### config.mk
export PLATFORM = sky130hd
export DESIGN_NAME = uart_tx_buffer_flat
export DESIGN_NICKNAME = d
export VERILOG_FILES = /design/src/rtl/uart_tx_buffer_if.sv /design/src/rtl/uart_tx_buffer.sv /design/src/flat_wrapper.sv
export SDC_FILE = /design/constraint.sdc
export NUM_CORES = 1
export LEC_CHECK = 0
export ABC_AREA = 1
export CORE_AREA = 2 2 189 136
export DETAILED_ROUTE_END_ITERATION = 12
export DIE_AREA = 0 0 191 138
export REMOVE_ABC_BUFFERS = 1
export SYNTH_ARGS = -nofsm -noshare
export SYNTH_HDL_FRONTEND = slang
export SYNTH_SLANG_ARGS = --single-unit
export TNS_END_PERCENT = 5
### constraint.sdc
create_clock -name clk -period 2.5 [get_ports clk]
set_clock_uncertainty 0.1 [all_clocks]
set_input_delay 0.5 -clock clk [delete_from_list [all_inputs] [get_ports clk]]
set_output_delay 0.5 -clock clk [all_outputs]
set_load 0.005 [all_outputs]
### src/rtl/uart_tx_buffer_if.sv
// Push port and transmitter launch/status signals of the UART TX byte buffer.
interface uart_tx_buffer_if #(
  parameter int DEPTH  = 16,
  parameter int DATA_W = 8
);
  localparam int CNT_W = $clog2(DEPTH) + 1;

  logic              wr_en;
  logic [DATA_W-1:0] wr_data;
  logic              full;
  logic              empty;
  logic [CNT_W-1:0]  count;
  logic              overflow;
  logic              tx_start;
  logic [DATA_W-1:0] tx_data_in;
  logic              tx_busy;
  logic              tx_timeout;

  // master = host plus transmitter side, slave = the buffer itself
  modport master (
    output wr_en, wr_data, tx_busy,
    input  full, empty, count, overflow, tx_start, tx_data_in, tx_timeout
  );

  modport slave (
    input  wr_en, wr_data, tx_busy,
    output full, empty, count, overflow, tx_start, tx_data_in, tx_timeout
  );
endinterface

### src/rtl/uart_tx_buffer.sv
// Byte FIFO that feeds the UART transmitter one frame at a time, pacing on tx_busy
// and abandoning a frame if the transmitter never acknowledges the launch.
module uart_tx_buffer #(
  parameter int DEPTH   = 16,
  parameter int DATA_W  = 8,
  parameter int BUSY_TO = 32
) (
  input  logic              clk,
  input  logic              rst,
  uart_tx_buffer_if.slave   bus
);
  localparam int PTR_W = $clog2(DEPTH);
  localparam int CNT_W = PTR_W + 1;
  localparam int TO_W  = $clog2(BUSY_TO + 1);
  localparam logic [TO_W-1:0] TO_LAST = TO_W'(BUSY_TO - 1);

  typedef enum logic [1:0] {IDLE, LAUNCH, WAIT_BUSY, WAIT_DONE} state_t;

  state_t            state, state_nxt;
  logic [DATA_W-1:0] mem [DEPTH];
  logic [PTR_W-1:0]  wr_ptr, rd_ptr;
  logic [CNT_W-1:0]  count;
  logic [TO_W-1:0]   to_cnt, to_cnt_nxt;
  logic [DATA_W-1:0] tx_data;
  logic              tx_start, tx_timeout, timeout_nxt, overflow;
  logic              full, empty, push, pop;

  // full/empty come from the registered count, so wr_en never reaches full combinationally
  assign full  = (count == CNT_W'(DEPTH));
  assign empty = (count == '0);
  assign push  = bus.wr_en && !full;
  assign pop   = (state == IDLE) && !empty;

  // NOTE: the storage array has no reset; stale bytes are unreachable because count gates every read.
  always_ff @(posedge clk) begin
    if (push) mem[wr_ptr] <= bus.wr_data;
  end

  // NOTE: sequential state uses non-blocking assignments so every register samples pre-edge values.
  always_ff @(posedge clk or posedge rst) begin
    if (rst) begin
      wr_ptr   <= '0;
      rd_ptr   <= '0;
      count    <= '0;
      tx_data  <= '0;
      overflow <= 1'b0;
    end else begin
      if (push) wr_ptr <= wr_ptr + PTR_W'(1);
      if (pop) begin
        rd_ptr  <= rd_ptr + PTR_W'(1);
        tx_data <= mem[rd_ptr];
      end
      case ({push, pop})
        2'b10:   count <= count + CNT_W'(1);
        2'b01:   count <= count - CNT_W'(1);
        default: count <= count;
      endcase
      overflow <= bus.wr_en && full;
    end
  end

  // NOTE: every always_comb output gets a default first, so no path can infer a latch.
  always_comb begin
    state_nxt   = state;
    to_cnt_nxt  = to_cnt;
    timeout_nxt = 1'b0;
    case (state)
      IDLE: begin
        if (!empty) state_nxt = LAUNCH;
      end
      LAUNCH: begin
        state_nxt  = WAIT_BUSY;
        to_cnt_nxt = '0;
      end
      WAIT_BUSY: begin
        if (bus.tx_busy) begin
          state_nxt = WAIT_DONE;
        end else if (to_cnt == TO_LAST) begin
          timeout_nxt = 1'b1;
          state_nxt   = IDLE;
        end else begin
          to_cnt_nxt = to_cnt + TO_W'(1);
        end
      end
      WAIT_DONE: begin
        if (!bus.tx_busy) state_nxt = IDLE;
      end
      default: state_nxt = IDLE;
    endcase
  end

  always_ff @(posedge clk or posedge rst) begin
    if (rst) begin
      state      <= IDLE;
      to_cnt     <= '0;
      tx_start   <= 1'b0;
      tx_timeout <= 1'b0;
    end else begin
      state      <= state_nxt;
      to_cnt     <= to_cnt_nxt;
      tx_start   <= (state_nxt == LAUNCH);
      tx_timeout <= timeout_nxt;
    end
  end

  assign bus.full       = full;
  assign bus.empty      = empty;
  assign bus.count      = count;
  assign bus.overflow   = overflow;
  assign bus.tx_start   = tx_start;
  assign bus.tx_data_in = tx_data;
  assign bus.tx_timeout = tx_timeout;
endmodule

### src/flat_wrapper.sv
// flat-port wrapper written by rule: the top's interface ports become plain ports
module uart_tx_buffer_flat 
#(
  parameter int DEPTH   = 16,
  parameter int DATA_W  = 8,
  parameter int BUSY_TO = 32
)
  (clk, rst, bus_wr_en, bus_wr_data, bus_tx_busy, bus_full, bus_empty, bus_count, bus_overflow, bus_tx_start, bus_tx_data_in, bus_tx_timeout);
  uart_tx_buffer_if #(.DEPTH(DEPTH), .DATA_W(DATA_W)) bus_i ();
  input  logic clk;
  input  logic rst;
  input wire logic [$bits(bus_i.wr_en)-1:0] bus_wr_en;
  input wire logic [$bits(bus_i.wr_data)-1:0] bus_wr_data;
  input wire logic [$bits(bus_i.tx_busy)-1:0] bus_tx_busy;
  output wire logic [$bits(bus_i.full)-1:0] bus_full;
  output wire logic [$bits(bus_i.empty)-1:0] bus_empty;
  output wire logic [$bits(bus_i.count)-1:0] bus_count;
  output wire logic [$bits(bus_i.overflow)-1:0] bus_overflow;
  output wire logic [$bits(bus_i.tx_start)-1:0] bus_tx_start;
  output wire logic [$bits(bus_i.tx_data_in)-1:0] bus_tx_data_in;
  output wire logic [$bits(bus_i.tx_timeout)-1:0] bus_tx_timeout;
  assign bus_i.wr_en = bus_wr_en;
  assign bus_i.wr_data = bus_wr_data;
  assign bus_i.tx_busy = bus_tx_busy;
  assign bus_full = bus_i.full;
  assign bus_empty = bus_i.empty;
  assign bus_count = bus_i.count;
  assign bus_overflow = bus_i.overflow;
  assign bus_tx_start = bus_i.tx_start;
  assign bus_tx_data_in = bus_i.tx_data_in;
  assign bus_tx_timeout = bus_i.tx_timeout;
  uart_tx_buffer #(.DEPTH(DEPTH), .DATA_W(DATA_W), .BUSY_TO(BUSY_TO)) u_core (.clk(clk), .rst(rst), .bus(bus_i));
endmodule
==> impl_metrics.env, run 1 <==
export IMPL_worst_ep_required_time_ns=1.90
export IMPL_cts_setup_buffers=0
export IMPL_cts_resized=0
export IMPL_ys_seq_area_share_pct=64.0
export IMPL_fin_crit_sh_pct=96.5
export IMPL_die_h_um=138
export IMPL_n_antenna_cell=0
export IMPL_drc=0
export IMPL_place_ws_ns=0.0796
export IMPL_cts_buffers=17
export IMPL_cp_max_fo=6
export IMPL_maxCapViolations=0
export IMPL_netlist_instances=746
export IMPL_clkLatencyLatePin_ns=0.42
export IMPL_worstMarginPinSlew_ns=0.671
export IMPL_port_buffer_count=29
export IMPL_avgSynthCellArea_sq_um=9.73
export IMPL_hold_viol_final=0
export IMPL_rsz0062_at_grt="yes"
export IMPL_finalInstanceArea_sq_um=8670
export IMPL_die_w_um=191
export IMPL_synth_distinct_cells=26
export IMPL_wl_per_cell_um=13.8
export IMPL_io_pins=30
export IMPL_status="finished clean"
export IMPL_core_sq_um=24800
export IMPL_track_usage_pct=12.6
export IMPL_timing_final_ws_setup_ns=0.0873
export IMPL_power_per_cell_area_nw_per_um2=1050
export IMPL_power_leakage_nw=3.85
export IMPL_crit_path_end_kind="output pin"
export IMPL_place_gp_congestion=0.839
export IMPL_fmax_mhz=414
export IMPL_postCtsHoldBufs=0
export IMPL_drive_gt1_share_pct=9.28
export IMPL_yosys_register_bits=160
export IMPL_setup_viol=0
export IMPL_initial_core_util_pct=29.2
export IMPL_vias_per_cell=4.33
export IMPL_synth_warnings=0
export IMPL_synthesis_area_sq_um=7260
export IMPL_drtAntennaViolNets=0
export IMPL_start_kind="flop"
export IMPL_placed_cell_area_sq_um=8050
export IMPL_clock_sinks=160
export IMPL_cp_data_arrival_time_ns=1.81
export IMPL_syn2layout_area_growth_pct=19.4
export IMPL_crit_type="reg -> out"
export IMPL_overflow=0
export IMPL_cts_tree="yes"
export IMPL_cts_htree_levels=4
export IMPL_path_clk_slew_ns=0.07
export IMPL_hold_ws_ns=0.369
export IMPL_die_area_sq_um=26400
export IMPL_row_count=49
export IMPL_dp_hpwl_um=10300
export IMPL_layout_min_cycle_time_ns=2.41
export IMPL_grt_pass1_wl_um=25500
export IMPL_antenna_found_initial=0
export IMPL_nets=816
export IMPL_root_buffer="clkbuf_16"
export IMPL_utilization_pct=34.9
export IMPL_drt_iter0_markers=430
export IMPL_relSlewSlack_pct=55.2
export IMPL_dr_pass1_iters=5
export IMPL_grt_max_degree=68
export IMPL_clock_tree_buffer_depth=2
export IMPL_ir_drop_mv=0.538
export IMPL_drv_slew=0
export IMPL_hp_class="in -> async"
export IMPL_drt_wl_total_um=15700
export IMPL_grt_pass1_vias=4697
export IMPL_vias=4928
## routing by layer
| metal | GRT usage (%) | wire length (um) | vias up |
|---|---|---|---|
| met5 | 0 | 0 | - |
| met4 | 3.30 | 144 | 0 |
| met3 | 2.77 | 868 | 10 |
| met2 | 17.9 | 6510 | 121 |
| met1 | 19.1 | 8140 | 2323 |
| li1 | - | - | 2474 |
## cell usage after synthesis
library cell	instances	area, sq um
nand2_1	246	923
nand2_2	4	25.0
nand3_1	109	546
o21ai_0	9	45.0
xor2_1	8	70.1
a31oi_1	1	6.26
inv_2	2	7.51
xnor2_1	4	35.0
clkinv_1	1	3.75
nor2_1	9	33.8
inv_1	131	492
nand3b_1	1	7.51
nand4_1	1	6.26
edfxtp_1	128	3840
nor2_2	1	6.26
buf_6	1	11.3
ha_1	9	113
nand2_4	1	11.3
buf_2	16	80.1
dfrtp_1	32	801
buf_4	8	60.1
clkbuf_1	4	15.0
a21boi_0	1	7.51
nor4_4	1	21.3
buf_1	1	3.75
nor3_1	17	85.1
## layout by cell type (no fill, tap or decap), drive strengths merged
cell,instances
nand3b,1
buf,31
dlymetal6s2s,1
clkdlybuf4s50,28
xnor2,4
nor3,17
nand4,1
clkbuf,17
inv,140
nor4,1
o21ai,9
a21boi,1
nand3,109
a31oi,1
ha,9
dfrtp,32
nor2,10
clkinv,9
nand2,251
edfxtp,128
xor2,8
## state kept, by name (all words and copies together) (netlist names)
name / flops
u_core.bus.tx_start: 1
u_core.bus.tx_timeout: 1
u_core.bus.overflow: 1
u_core.to_cnt: 6
u_core.bus.tx_data_in: 8
u_core.state: 2
u_core.rd_ptr: 4
u_core.mem: 128
u_core.wr_ptr: 4
u_core.bus.count: 5
## area by class of cell
cell class	instances	area (sq um)
inverter	134	503
multi-input combinational	422	1940
tap	331	414
clock inverter	15	184
clock buffer	17	425
fill	2484	16200
sequential	160	4650
timing repair buffer	60	551
## worst paths after layout
check / startpoint / depth (start not counted) / slack, ns / end
max: u_core.bus.count[2]$_DFFE_PP0P_ / 4 / 0.09 / bus_full
min: rst / 3 / 0.37 / u_core.bus.overflow$_DFF_PP0_
max reg2reg: u_core.bus.count[2]$_DFFE_PP0P_ / 12 / 0.23 / u_core.bus.count[3]$_DFFE_PP0P_
min reg2reg: u_core.bus.tx_data_in[3]$_DFFE_PP0P_ / 2 / 0.39 / u_core.bus.tx_data_in[3]$_DFFE_PP0P_
max in group asynchronous: rst / 3 / 1.59 / u_core.bus.count[2]$_DFFE_PP0P_
min in group clk: u_core.bus.tx_data_in[3]$_DFFE_PP0P_ / 2 / 0.39 / u_core.bus.tx_data_in[3]$_DFFE_PP0P_
## kinds of logic (layout without fill, tap and decap cells)
group / after synthesis / count (layout) / synth area share, %
AO/OA/AOI/OAI: 11 / 11 / 0.810
AND/OR/NAND/NOR: 390 / 390 / 22.9
buffers and inverters: 164 / 226 / 9.27
XOR/XNOR: 12 / 12 / 1.45
adder cells (fa/ha/maj): 9 / 9 / 1.55
flip-flops: 160 / 160 / 64.0
## worst max-delay path: stages, from the launching register on
cell and delay, ns:
dfrtp_2 0.45, nor4_4 0.28, nand2_2 0.11, inv_1 0.06, clkdlybuf4s50_1 0.49
## through the flow
step                      TNS [ns]  total power, mW  std cells
after floorplan              -1.85             5.33        716
after detailed placement         0             6.54       1107
final                            0             9.06       1139
after CTS                        0             9.12       1139
after global routing       -0.0195             9.65       1139
after global placement           0             6.51       1107
## power breakdown
group	leakage (nW)	internal, mW	switching, mW
registers	1.56	3.25	0.215
logic	2.00	1.09	1.93
clock network	0.295	1.36	1.22
No activity file was read; power rests on OpenSTA's default activity.
==> inputs of run 2 (changes only) <==
--- a/config.mk
+++ b/config.mk
@@ -7,6 +7,7 @@
 export LEC_CHECK = 0
 export ABC_AREA = 1
 export CORE_AREA = 2 2 189 136
+export CTS_CLUSTER_DIAMETER = 30
 export DETAILED_ROUTE_END_ITERATION = 12
 export DIE_AREA = 0 0 191 138
 export REMOVE_ABC_BUFFERS = 1
==> results of run 2 <==
The final DEF is identical to that of run 1; final timing and power are the same.
